## src/rtl/nibble_pkg.sv

```systemverilog
// Shared definitions for the nibble packer: state encoding and the nibble-pair
// byte assembly helper.
package nibble_pkg;

  typedef enum logic [1:0] {
    ST_IDLE = 2'd0,
    ST_HALF = 2'd1,
    ST_FULL = 2'd2
  } state_t;

  // Places the first nibble of a pair in the low half when lsn_first is set,
  // otherwise in the high half.
  function automatic logic [7:0] pack_nibbles(input logic [3:0] first_nib,
                                              input logic [3:0] second_nib,
                                              input logic       lsn_first);
    return lsn_first ? {second_nib, first_nib} : {first_nib, second_nib};
  endfunction

endpackage

```

## src/rtl/nibble_packer.sv

```systemverilog
// Packs a valid/ready stream of nibbles into bytes; odd-length packets are
// padded with a zero nibble and flagged on byte_odd.
module nibble_packer
  import nibble_pkg::*;
#(
  parameter bit LSN_FIRST = 1'b1
) (
  input  logic       clk,
  input  logic       rst_n,
  input  logic [3:0] nib_in,
  input  logic       nib_valid,
  input  logic       nib_last,
  output logic       nib_ready,
  output logic [7:0] byte_out,
  output logic       byte_valid,
  output logic       byte_last,
  output logic       byte_odd,
  input  logic       byte_ready,
  output logic [7:0] byte_count
);

  state_t     state_reg, state_next;
  logic [3:0] nib_store_reg, nib_store_next;
  logic [7:0] byte_reg, byte_next;
  logic       last_reg, last_next;
  logic       odd_reg, odd_next;
  logic [7:0] count_reg;
  logic       nib_hs;
  logic       byte_hs;

  assign nib_ready = (state_reg != ST_FULL) | byte_ready;
  assign nib_hs    = nib_valid & nib_ready;
  assign byte_hs   = (state_reg == ST_FULL) & byte_ready;

  always_comb begin
    state_next     = state_reg;
    nib_store_next = nib_store_reg;
    byte_next      = byte_reg;
    last_next      = last_reg;
    odd_next       = odd_reg;
    case (state_reg)
      ST_IDLE, ST_FULL: begin
        // A draining FULL behaves like IDLE in the same cycle, so a new
        // nibble can be taken without a bubble.
        if (state_reg == ST_FULL && !byte_hs) begin
          state_next = ST_FULL;
        end else if (nib_hs) begin
          if (nib_last) begin
            state_next = ST_FULL;
            byte_next  = pack_nibbles(nib_in, 4'h0, LSN_FIRST);
            last_next  = 1'b1;
            odd_next   = 1'b1;
          end else begin
            state_next     = ST_HALF;
            nib_store_next = nib_in;
          end
        end else begin
          state_next = ST_IDLE;
        end
      end
      ST_HALF: begin
        if (nib_hs) begin
          state_next = ST_FULL;
          byte_next  = pack_nibbles(nib_store_reg, nib_in, LSN_FIRST);
          last_next  = nib_last;
          odd_next   = 1'b0;
        end
      end
      default: state_next = ST_IDLE;
    endcase
  end

  always_ff @(posedge clk or negedge rst_n) begin
    if (!rst_n) begin
      state_reg     <= ST_IDLE;
      nib_store_reg <= 4'h0;
      byte_reg      <= 8'h00;
      last_reg      <= 1'b0;
      odd_reg       <= 1'b0;
      count_reg     <= 8'h00;
    end else begin
      state_reg     <= state_next;
      nib_store_reg <= nib_store_next;
      byte_reg      <= byte_next;
      last_reg      <= last_next;
      odd_reg       <= odd_next;
      if (byte_hs) begin
        count_reg <= count_reg + 8'd1;
      end
    end
  end

  assign byte_valid = (state_reg == ST_FULL);
  assign byte_out   = byte_reg;
  assign byte_last  = last_reg;
  assign byte_odd   = odd_reg;
  assign byte_count = count_reg;

endmodule

```

## config.mk

```make
export PLATFORM = sky130hd
export DESIGN_NAME = nibble_packer
export DESIGN_NICKNAME = d
export VERILOG_FILES = /design/src/rtl/nibble_pkg.sv /design/src/rtl/nibble_packer.sv
export SDC_FILE = /design/constraint.sdc
export NUM_CORES = 1
export LEC_CHECK = 0
export BUFFER_PORTS_ARGS = -buffer_cell sky130_fd_sc_hd__buf_2
export CORE_MARGIN = 2
export CORE_UTILIZATION = 45
export DETAILED_ROUTE_END_ITERATION = 6
export GPL_ROUTABILITY_DRIVEN = 1
export PLACE_DENSITY = 0.7
export SLEW_MARGIN = 20
export SYNTH_ARGS = -nofsm -noshare
export SYNTH_HDL_FRONTEND = slang
export SYNTH_SLANG_ARGS = --single-unit
```

## constraint.sdc

```tcl
create_clock -name clk -period 2.21 [get_ports clk]
set_clock_uncertainty 0.2 [all_clocks]
set_input_delay 0.663 -clock clk [delete_from_list [all_inputs] [get_ports clk]]
set_output_delay 0.663 -clock clk [all_outputs]
set_load 0.02 [all_outputs]
```

* Yosys cells after proc, flatten, opt, wreduce, memory -nomap -nowiden *
Cells that the tools add are included.

cells by class
  add/subtract/negate cells = 1
  equality and inequality tests = 7
  muxes and demuxes = 17
  bitwise gates (word level) = 5
  reductions and logical operators = 7

operator list
  operator                                             count
  two-way mux 8 bit                                    4
  case mux 8 bit (2 select lines)                      1
  inequality test 2 bit, second input constant         5
  adder 8 x 1 -> 8 bit, second input constant          1
  two-way mux 2 bit                                    4
  two-way mux 1 bit                                    5
  AND reduction 5 bit                                  1
  case mux 1 bit (2 select lines)                      2
  case mux 2 bit (2 select lines)                      1
  AND reduction 4 bit                                  1
  bitwise AND 1 bit                                    2
  equality test 2 x 1 -> 1 bit, second input constant  1
  equality test 2 bit, second input constant           1
  zero test 2 bit                                      1
  inverter 1 bit                                       2
  nonzero test 2 bit                                   1
  OR reduction 2 bit                                   1
  logical AND 1 bit                                    1
  zero test 1 bit                                      1
  bitwise OR 1 bit                                     1

word-level totals
  register bits after elaboration = 24
  output and inout port bits = 20

* Longest topological paths before layout *
Gate-level depths: netlist of the first run.

  depth after elaboration = 6
  depth in mapped cells = 4
  mapped depth without buffers = 4

* Worst setup path after synthesis of the first run *
No wires, ideal clock.

  path type = input to register
  start point = input port byte_ready
  end point = register byte_reg[0], in the netlist byte_out[0]
  setup time = 0.125 ns
  arrival time = 1.567 ns
  required time = 1.885 ns
  setup slack = 0.318 ns
  stages = 3
  path buffers = 0
  cells stage by stage = nand2b_1 -> a211oi_4 -> mux2_2

between the ends
  longest elaborated chain between the ends = 5

ends and longest elaborated chain
  element                                   line                 RTL
  start: declaration                        nibble_packer.sv:18  input logic byte_ready,
  bitwise AND 1 bit                         nibble_packer.sv:33  assign byte_hs = (state_reg == ST_FULL) & byte_ready;
  zero test 1 bit                           nibble_packer.sv:45  if (state_reg == ST_FULL && !byte_hs) begin
  logical AND 1 bit                         nibble_packer.sv:45
  inequality test 2 bit (no source line)    n/a
  AND reduction 5 bit (no source line) (*)  n/a
  end signal: assignment                    nibble_packer.sv:84  byte_reg <= byte_next;
  end: declaration                          nibble_packer.sv:24  logic [7:0] byte_reg, byte_next;

Every way passes the cells marked *; elsewhere a longest branch is shown, timed or not.
A chain may end at the register's enable or synchronous reset.

* Worst setup path in the final report of the first run *
  start point = register state_reg[0]
  end point = output port nib_ready

between the ends
  longest elaborated chain between the ends = 2

ends and longest elaborated chain
  element                   line                 RTL
  start: declaration        nibble_packer.sv:22  state_t state_reg, state_next;
  start signal: assignment  nibble_packer.sv:82  state_reg <= state_next;
  inequality test 2 bit     nibble_packer.sv:31  assign nib_ready = (state_reg != ST_FULL) | byte_ready;
  bitwise OR 1 bit          nibble_packer.sv:31
  end: declaration          nibble_packer.sv:13  output logic nib_ready,

No other way between the ends.

==> impl_metrics.toml, run 1 <==
[status]
status = "completed"

[logic_synthesis]
synthAdderAreaFrac = 0.0116
syn_area_per_cell_um2 = 12.1
synth_compound_area_frac = 0.0616
muxShareOfSynthArea = 0.173
synth_nets = 99
synth_edf_count = 0
synth_top_family_by_area = "multiplexers"
async_flop_share = 1.00
syn_inst = 89
yosysUniqueCellTypes = 23
synthSimpleGateAreaFrac = 0.114
synth-main-ff-cell = "dfrtp_1"
synth_seq_cells = 24
ys_seq_area_frac = 0.557
netlist_area_um2 = 1080
ys_warn_count = 0
synth_xor_area_frac = 0.0569

[route]
ant_nets = 0
routedWlPerCell_um = 13.4
wl_mm = 2.01
drtPass1Iterations = 4
drc = 0
num_vias = 774
drt_iter0_drc = 10
routed_via_density = 5.16

[sta]
period_share = 0.968
period_needed_ns = 2.14
worst_pin_slew_ns = 0.523
timing.fmax_mhz = 468
maxSlewHeadroom = 0.651
finalHoldViolCount = 0
final.setup.tns_ns = 0
drv_slew = 0
whs_ns = 0.101
finalSetupViolations = 0

[worst_setup_path]
cpMaxStageDelayCell = "dfrtp_2"
cp-start-kind = "flip-flop"
crit_buf_inv = 1
end_kind = "output port"
critical_path_class = "reg -> out"
r2r_slack_ns = 0.41
crit_family = "flip-flops"
cp.required_ns = 1.35
crit_chain = "and2b_1 -> nand2b_1 -> buf_2"
startpoint = "state_reg[0]"
r2r-start = "state_reg[0]"
reg2reg_depth = 3
reg2reg_to = "byte_out[0]"
cp_slowest_stage_delay_ns = 0.47
crit_fanout = 7
arrival_ns = 1.28
path_depth = 3
endpoint = "nib_ready"

[grt]
antenna_found_initial = 0
overflow = 0
grt_usage = 0.174
grt_max_degree = 25
grt_pass1_vias = 773
grt_pass1_wl_mm = 3.42

[placement]
gp_congestion = 0.690
dp_hpwl_mm = 1.48
io_buffers = 28

[clocking]
cts-root-buf = "clkbuf_4"
cts.clk_slew.worst_paths_ns = 0.13
cts.sinks = 24
hold_buffers = 0
cts_buffers = 3
cts_max_path_buffers = 2
postCtsResizedCells = 0
cts_tree = "yes"
insertion_delay_ns = 0.31
htreeDepth = 1
postCtsSetupRepairBufs = 0

[floorplanning]
fp.dieH_um = 52.9
initial_core_util = 0.482
io_pins = 29
fp-row-count = 17
die_w_um = 52.9
coreArea_um2 = 2230
dieArea_um2 = 2800

[min_path]
hp-class = "in -> async"

[power_and_ir_drop]
p_leak_uw = 0.000634
p_per_area_nw_per_um2 = 1030
peakVddDrop_mv = 0.530

[layout]
syn_to_final_growth_pct = 20.8
num_antenna_cells = 0
fin_nets = 133
drive_above_1_share = 0.410

[run]
cap_viol_max_count = 0
[through the flow]
step	setup WS (ns)	total power [uW]	area, um^2	instances	utilization
global placement	0.167	1110	1260	146	0.565
floorplan	0.318	952	1080	89	-
CTS	0.0261	1360	1300	150	0.582
finish	0.0714	1340	1300	150	0.583
global route	-0.000000444	1430	1300	150	0.583
detailed placement	0.127	1120	1260	146	0.565
[kinds of logic after synthesis]
family | Yosys count
flip-flops | 24
XOR/XNOR | 7
AO/OA/AOI/OAI | 8
AND/OR/NAND/NOR | 25
buffers and inverters | 7
adder cells (fa/ha/maj) | 1
multiplexers | 17
[worst min path at each step]
stage,to,depth (start not counted)
after CTS,nib_store_reg[3],1
after floorplan,byte_count[0],0
after global routing,byte_out[5],1
after global placement,byte_count[7],1
after detailed placement,byte_count[7],1
final,nib_store_reg[3],1
[worst reg2reg max path, stage by stage, from the launching register on]
cell      delay (ns)
dfrtp_2         0.47
nand2b_1        0.19
a211oi_4        0.44
mux2_2          0.39
[power breakdown]
group / switching (uW) / internal (uW)
clock: 128 / 101
combinational: 260 / 196
sequential: 97.8 / 555
[synth_stat cells (all sizes together) (2+ instances only)]
| cell type | n | area, um^2 |
|---|---|---|
| nand2b | 3 | 18.8 |
| xor2 | 5 | 43.8 |
| mux2 | 13 | 146 |
| nor3 | 2 | 10.0 |
| nand4 | 2 | 12.5 |
| nor2 | 4 | 15.0 |
| nand2 | 9 | 33.8 |
| nand3 | 2 | 10.0 |
| inv | 6 | 22.5 |
| mux2i | 4 | 40.0 |
| o21ai | 3 | 15.0 |
| xnor2 | 2 | 17.5 |
| dfrtp | 24 | 601 |
[layout make-up]
cell class | instances | area (um^2)
Clock buffer | 4 | 36.3
Tap cell | 28 | 35.0
Fill cell | 209 | 932
Timing Repair Buffer | 30 | 155
Sequential cell | 24 | 603
Inverter | 6 | 22.5
Multi-Input combinational cell | 58 | 449
[layout by cell type, fill, tap and decap left out, types with 3 or more instances in the layout]
master,netlist,layout
buf_2,1,28
dfrtp_1,24,22
mux2_2,13,13
nand2_1,9,9
inv_1,6,6
xor2_1,5,5
nor2_1,4,4
mux2i_1,4,4
nand2b_1,3,3
o21ai_0,3,3
clkbuf_4,0,3
[per-layer routing]
layer	vias up	wire [um]	track usage
li1	371	-	-
met1	384	897	0.220
met2	15	1010	0.281
met3	4	67	0.0254
met4	0	34	0.103
met5	-	0	0
No activity file was read; power rests on OpenSTA's default activity.
==> inputs of run 2 (changes only) <==
CORE_UTILIZATION = 44   (was 45)
PLACE_DENSITY = 0.69   (was 0.7)
clock period = 2 ns   (was 2.21 ns; I/O delays follow)
==> impl_metrics.toml, run 2 (same netlist as run 1, synthesis figures left out) <==
[grt]
antenna_found_initial = 0
grt_max_degree = 25
grt_usage = 0.171
grt_pass1_wl_mm = 3.55
grt_pass1_vias = 794
overflow = 0

[sta]
whs_ns = 0.0587
finalSetupViolations = 0
finalHoldViolCount = 0
timing.fmax_mhz = 513
worst_pin_slew_ns = 0.536
period_share = 0.975
maxSlewHeadroom = 0.643
period_needed_ns = 1.95
rsz0062_at_grt = "true"
drv_slew = 0

[placement]
dp_hpwl_mm = 1.44
dpl_cell_area_um2 = 1270
io_buffers = 28
gp_congestion = 0.758

[clocking]
cts_buffers = 3
cts_tree = "yes"
cts_max_path_buffers = 2
cts.clk_slew.worst_paths_ns = 0.12
htreeDepth = 1
cts-root-buf = "clkbuf_4"
insertion_delay_ns = 0.30
cts.sinks = 24
hold_buffers = 0

[layout]
fin_nets = 138
layout_common_cells = "buf_2, dfrtp_1, mux2_2"
mostFrequentLayoutCell = "buf_2"
final_area_um2 = 1330
drive_above_1_share = 0.429
num_antenna_cells = 0
fillCellCount = 209
syn_to_final_growth_pct = 23.6

[floorplanning]
io_pins = 29
die_w_um = 53.5
initial_core_util = 0.478
fp-row-count = 17
coreArea_um2 = 2250
fp.dieH_um = 53.5
dieArea_um2 = 2860

[power_and_ir_drop]
p_per_area_nw_per_um2 = 1090
combPwrFrac = 0.372
clock_power_share = 0.138
p_leak_uw = 0.000656
peakVddDrop_mv = 0.570
p_sw_frac = 0.368
p_sw_uw = 537
total_power_uw = 1460
seqPwrFrac = 0.490
intPower_uw = 921

[route]
drt_iter0_drc = 15
num_vias = 812
drc = 0
routed_via_density = 5.27
drt-met1-wl_um = 920
dr_wl_met2_um = 961
ant_nets = 0
top_layer_used = "met3"
dr_wl_met3_um = 136
drtPass1Iterations = 4
routedWlPerCell_um = 13.1
wl_mm = 2.02

[status]
status = "completed"

[worst_setup_path]
end_kind = "output port"
crit_fanout = 4
cp-start-kind = "flip-flop"
startpoint = "state_reg[0]"
cp.required_ns = 1.20
arrival_ns = 1.15
r2r-start = "state_reg[0]"
critical_path_class = "reg -> out"

[min_path]
hp-class = "in -> async"

[run]
cap_viol_max_count = 0
run 2: layout make-up:
class	instances	area (um^2)	area share
multi-input combinational	58	450	0.338
tap	28	35.0	0.0263
sequential	24	602	0.452
inverter	6	22.5	0.0169
timing repair buffer	35	199	0.149
clock buffer	3	22.5	0.0169
run 2: worst paths after layout:
check	to	slack (ns)	cells past startpoint
setup / recovery	nib_ready	0.05	3
hold / removal	byte_count[7]	0.06	1
setup reg to reg	byte_out[0]	0.08	5
hold reg to reg	byte_count[7]	0.27	1
max in group asynchronous	state_reg[1]	1.16	1
min in group clk	byte_count[7]	0.27	1
run 2: metrics by stage:
step	setup TNS (ns)	util	std cells	setup slack, ns
3_5_place_dp	0	0.563	147	0.0278
3_3_place_gp	0	0.563	147	0.0644
2_1_floorplan	0	-	89	0.171
4_1_cts	0	0.580	152	0.0115
5_1_grt	-0.0285	0.590	154	-0.0285
6_report	0	0.590	154	0.0503
run 2: critical path, cell delays in order (launching register included):
cell and delay, ns:
dfrtp_1 0.40, and2b_2 0.25, nand2b_1 0.07, buf_6 0.13
run 2: routing by layer:
metal  track usage  up-vias
met2         0.282       30
met4        0.0385        0
met1         0.221      399
li1              -      383
met5             0        -
met3        0.0480        0
run 2: power by group through the flow:
stage                     combinational, uW  clock (uW)  sequential [uW]
after floorplan                         216           0              835
after global placement                  503           0              723
after detailed placement                514           0              730
after CTS                               535         212              713
after global routing                    602         234              730
final                                   543         202              714
run 2: what timing repair did:
action,in CTS,in global routing
setup buffers,2,2
resized for setup,1,3
endpoints found under the setup margin,2,2
endpoints found under the hold margin,0,0
pin swaps,0,1
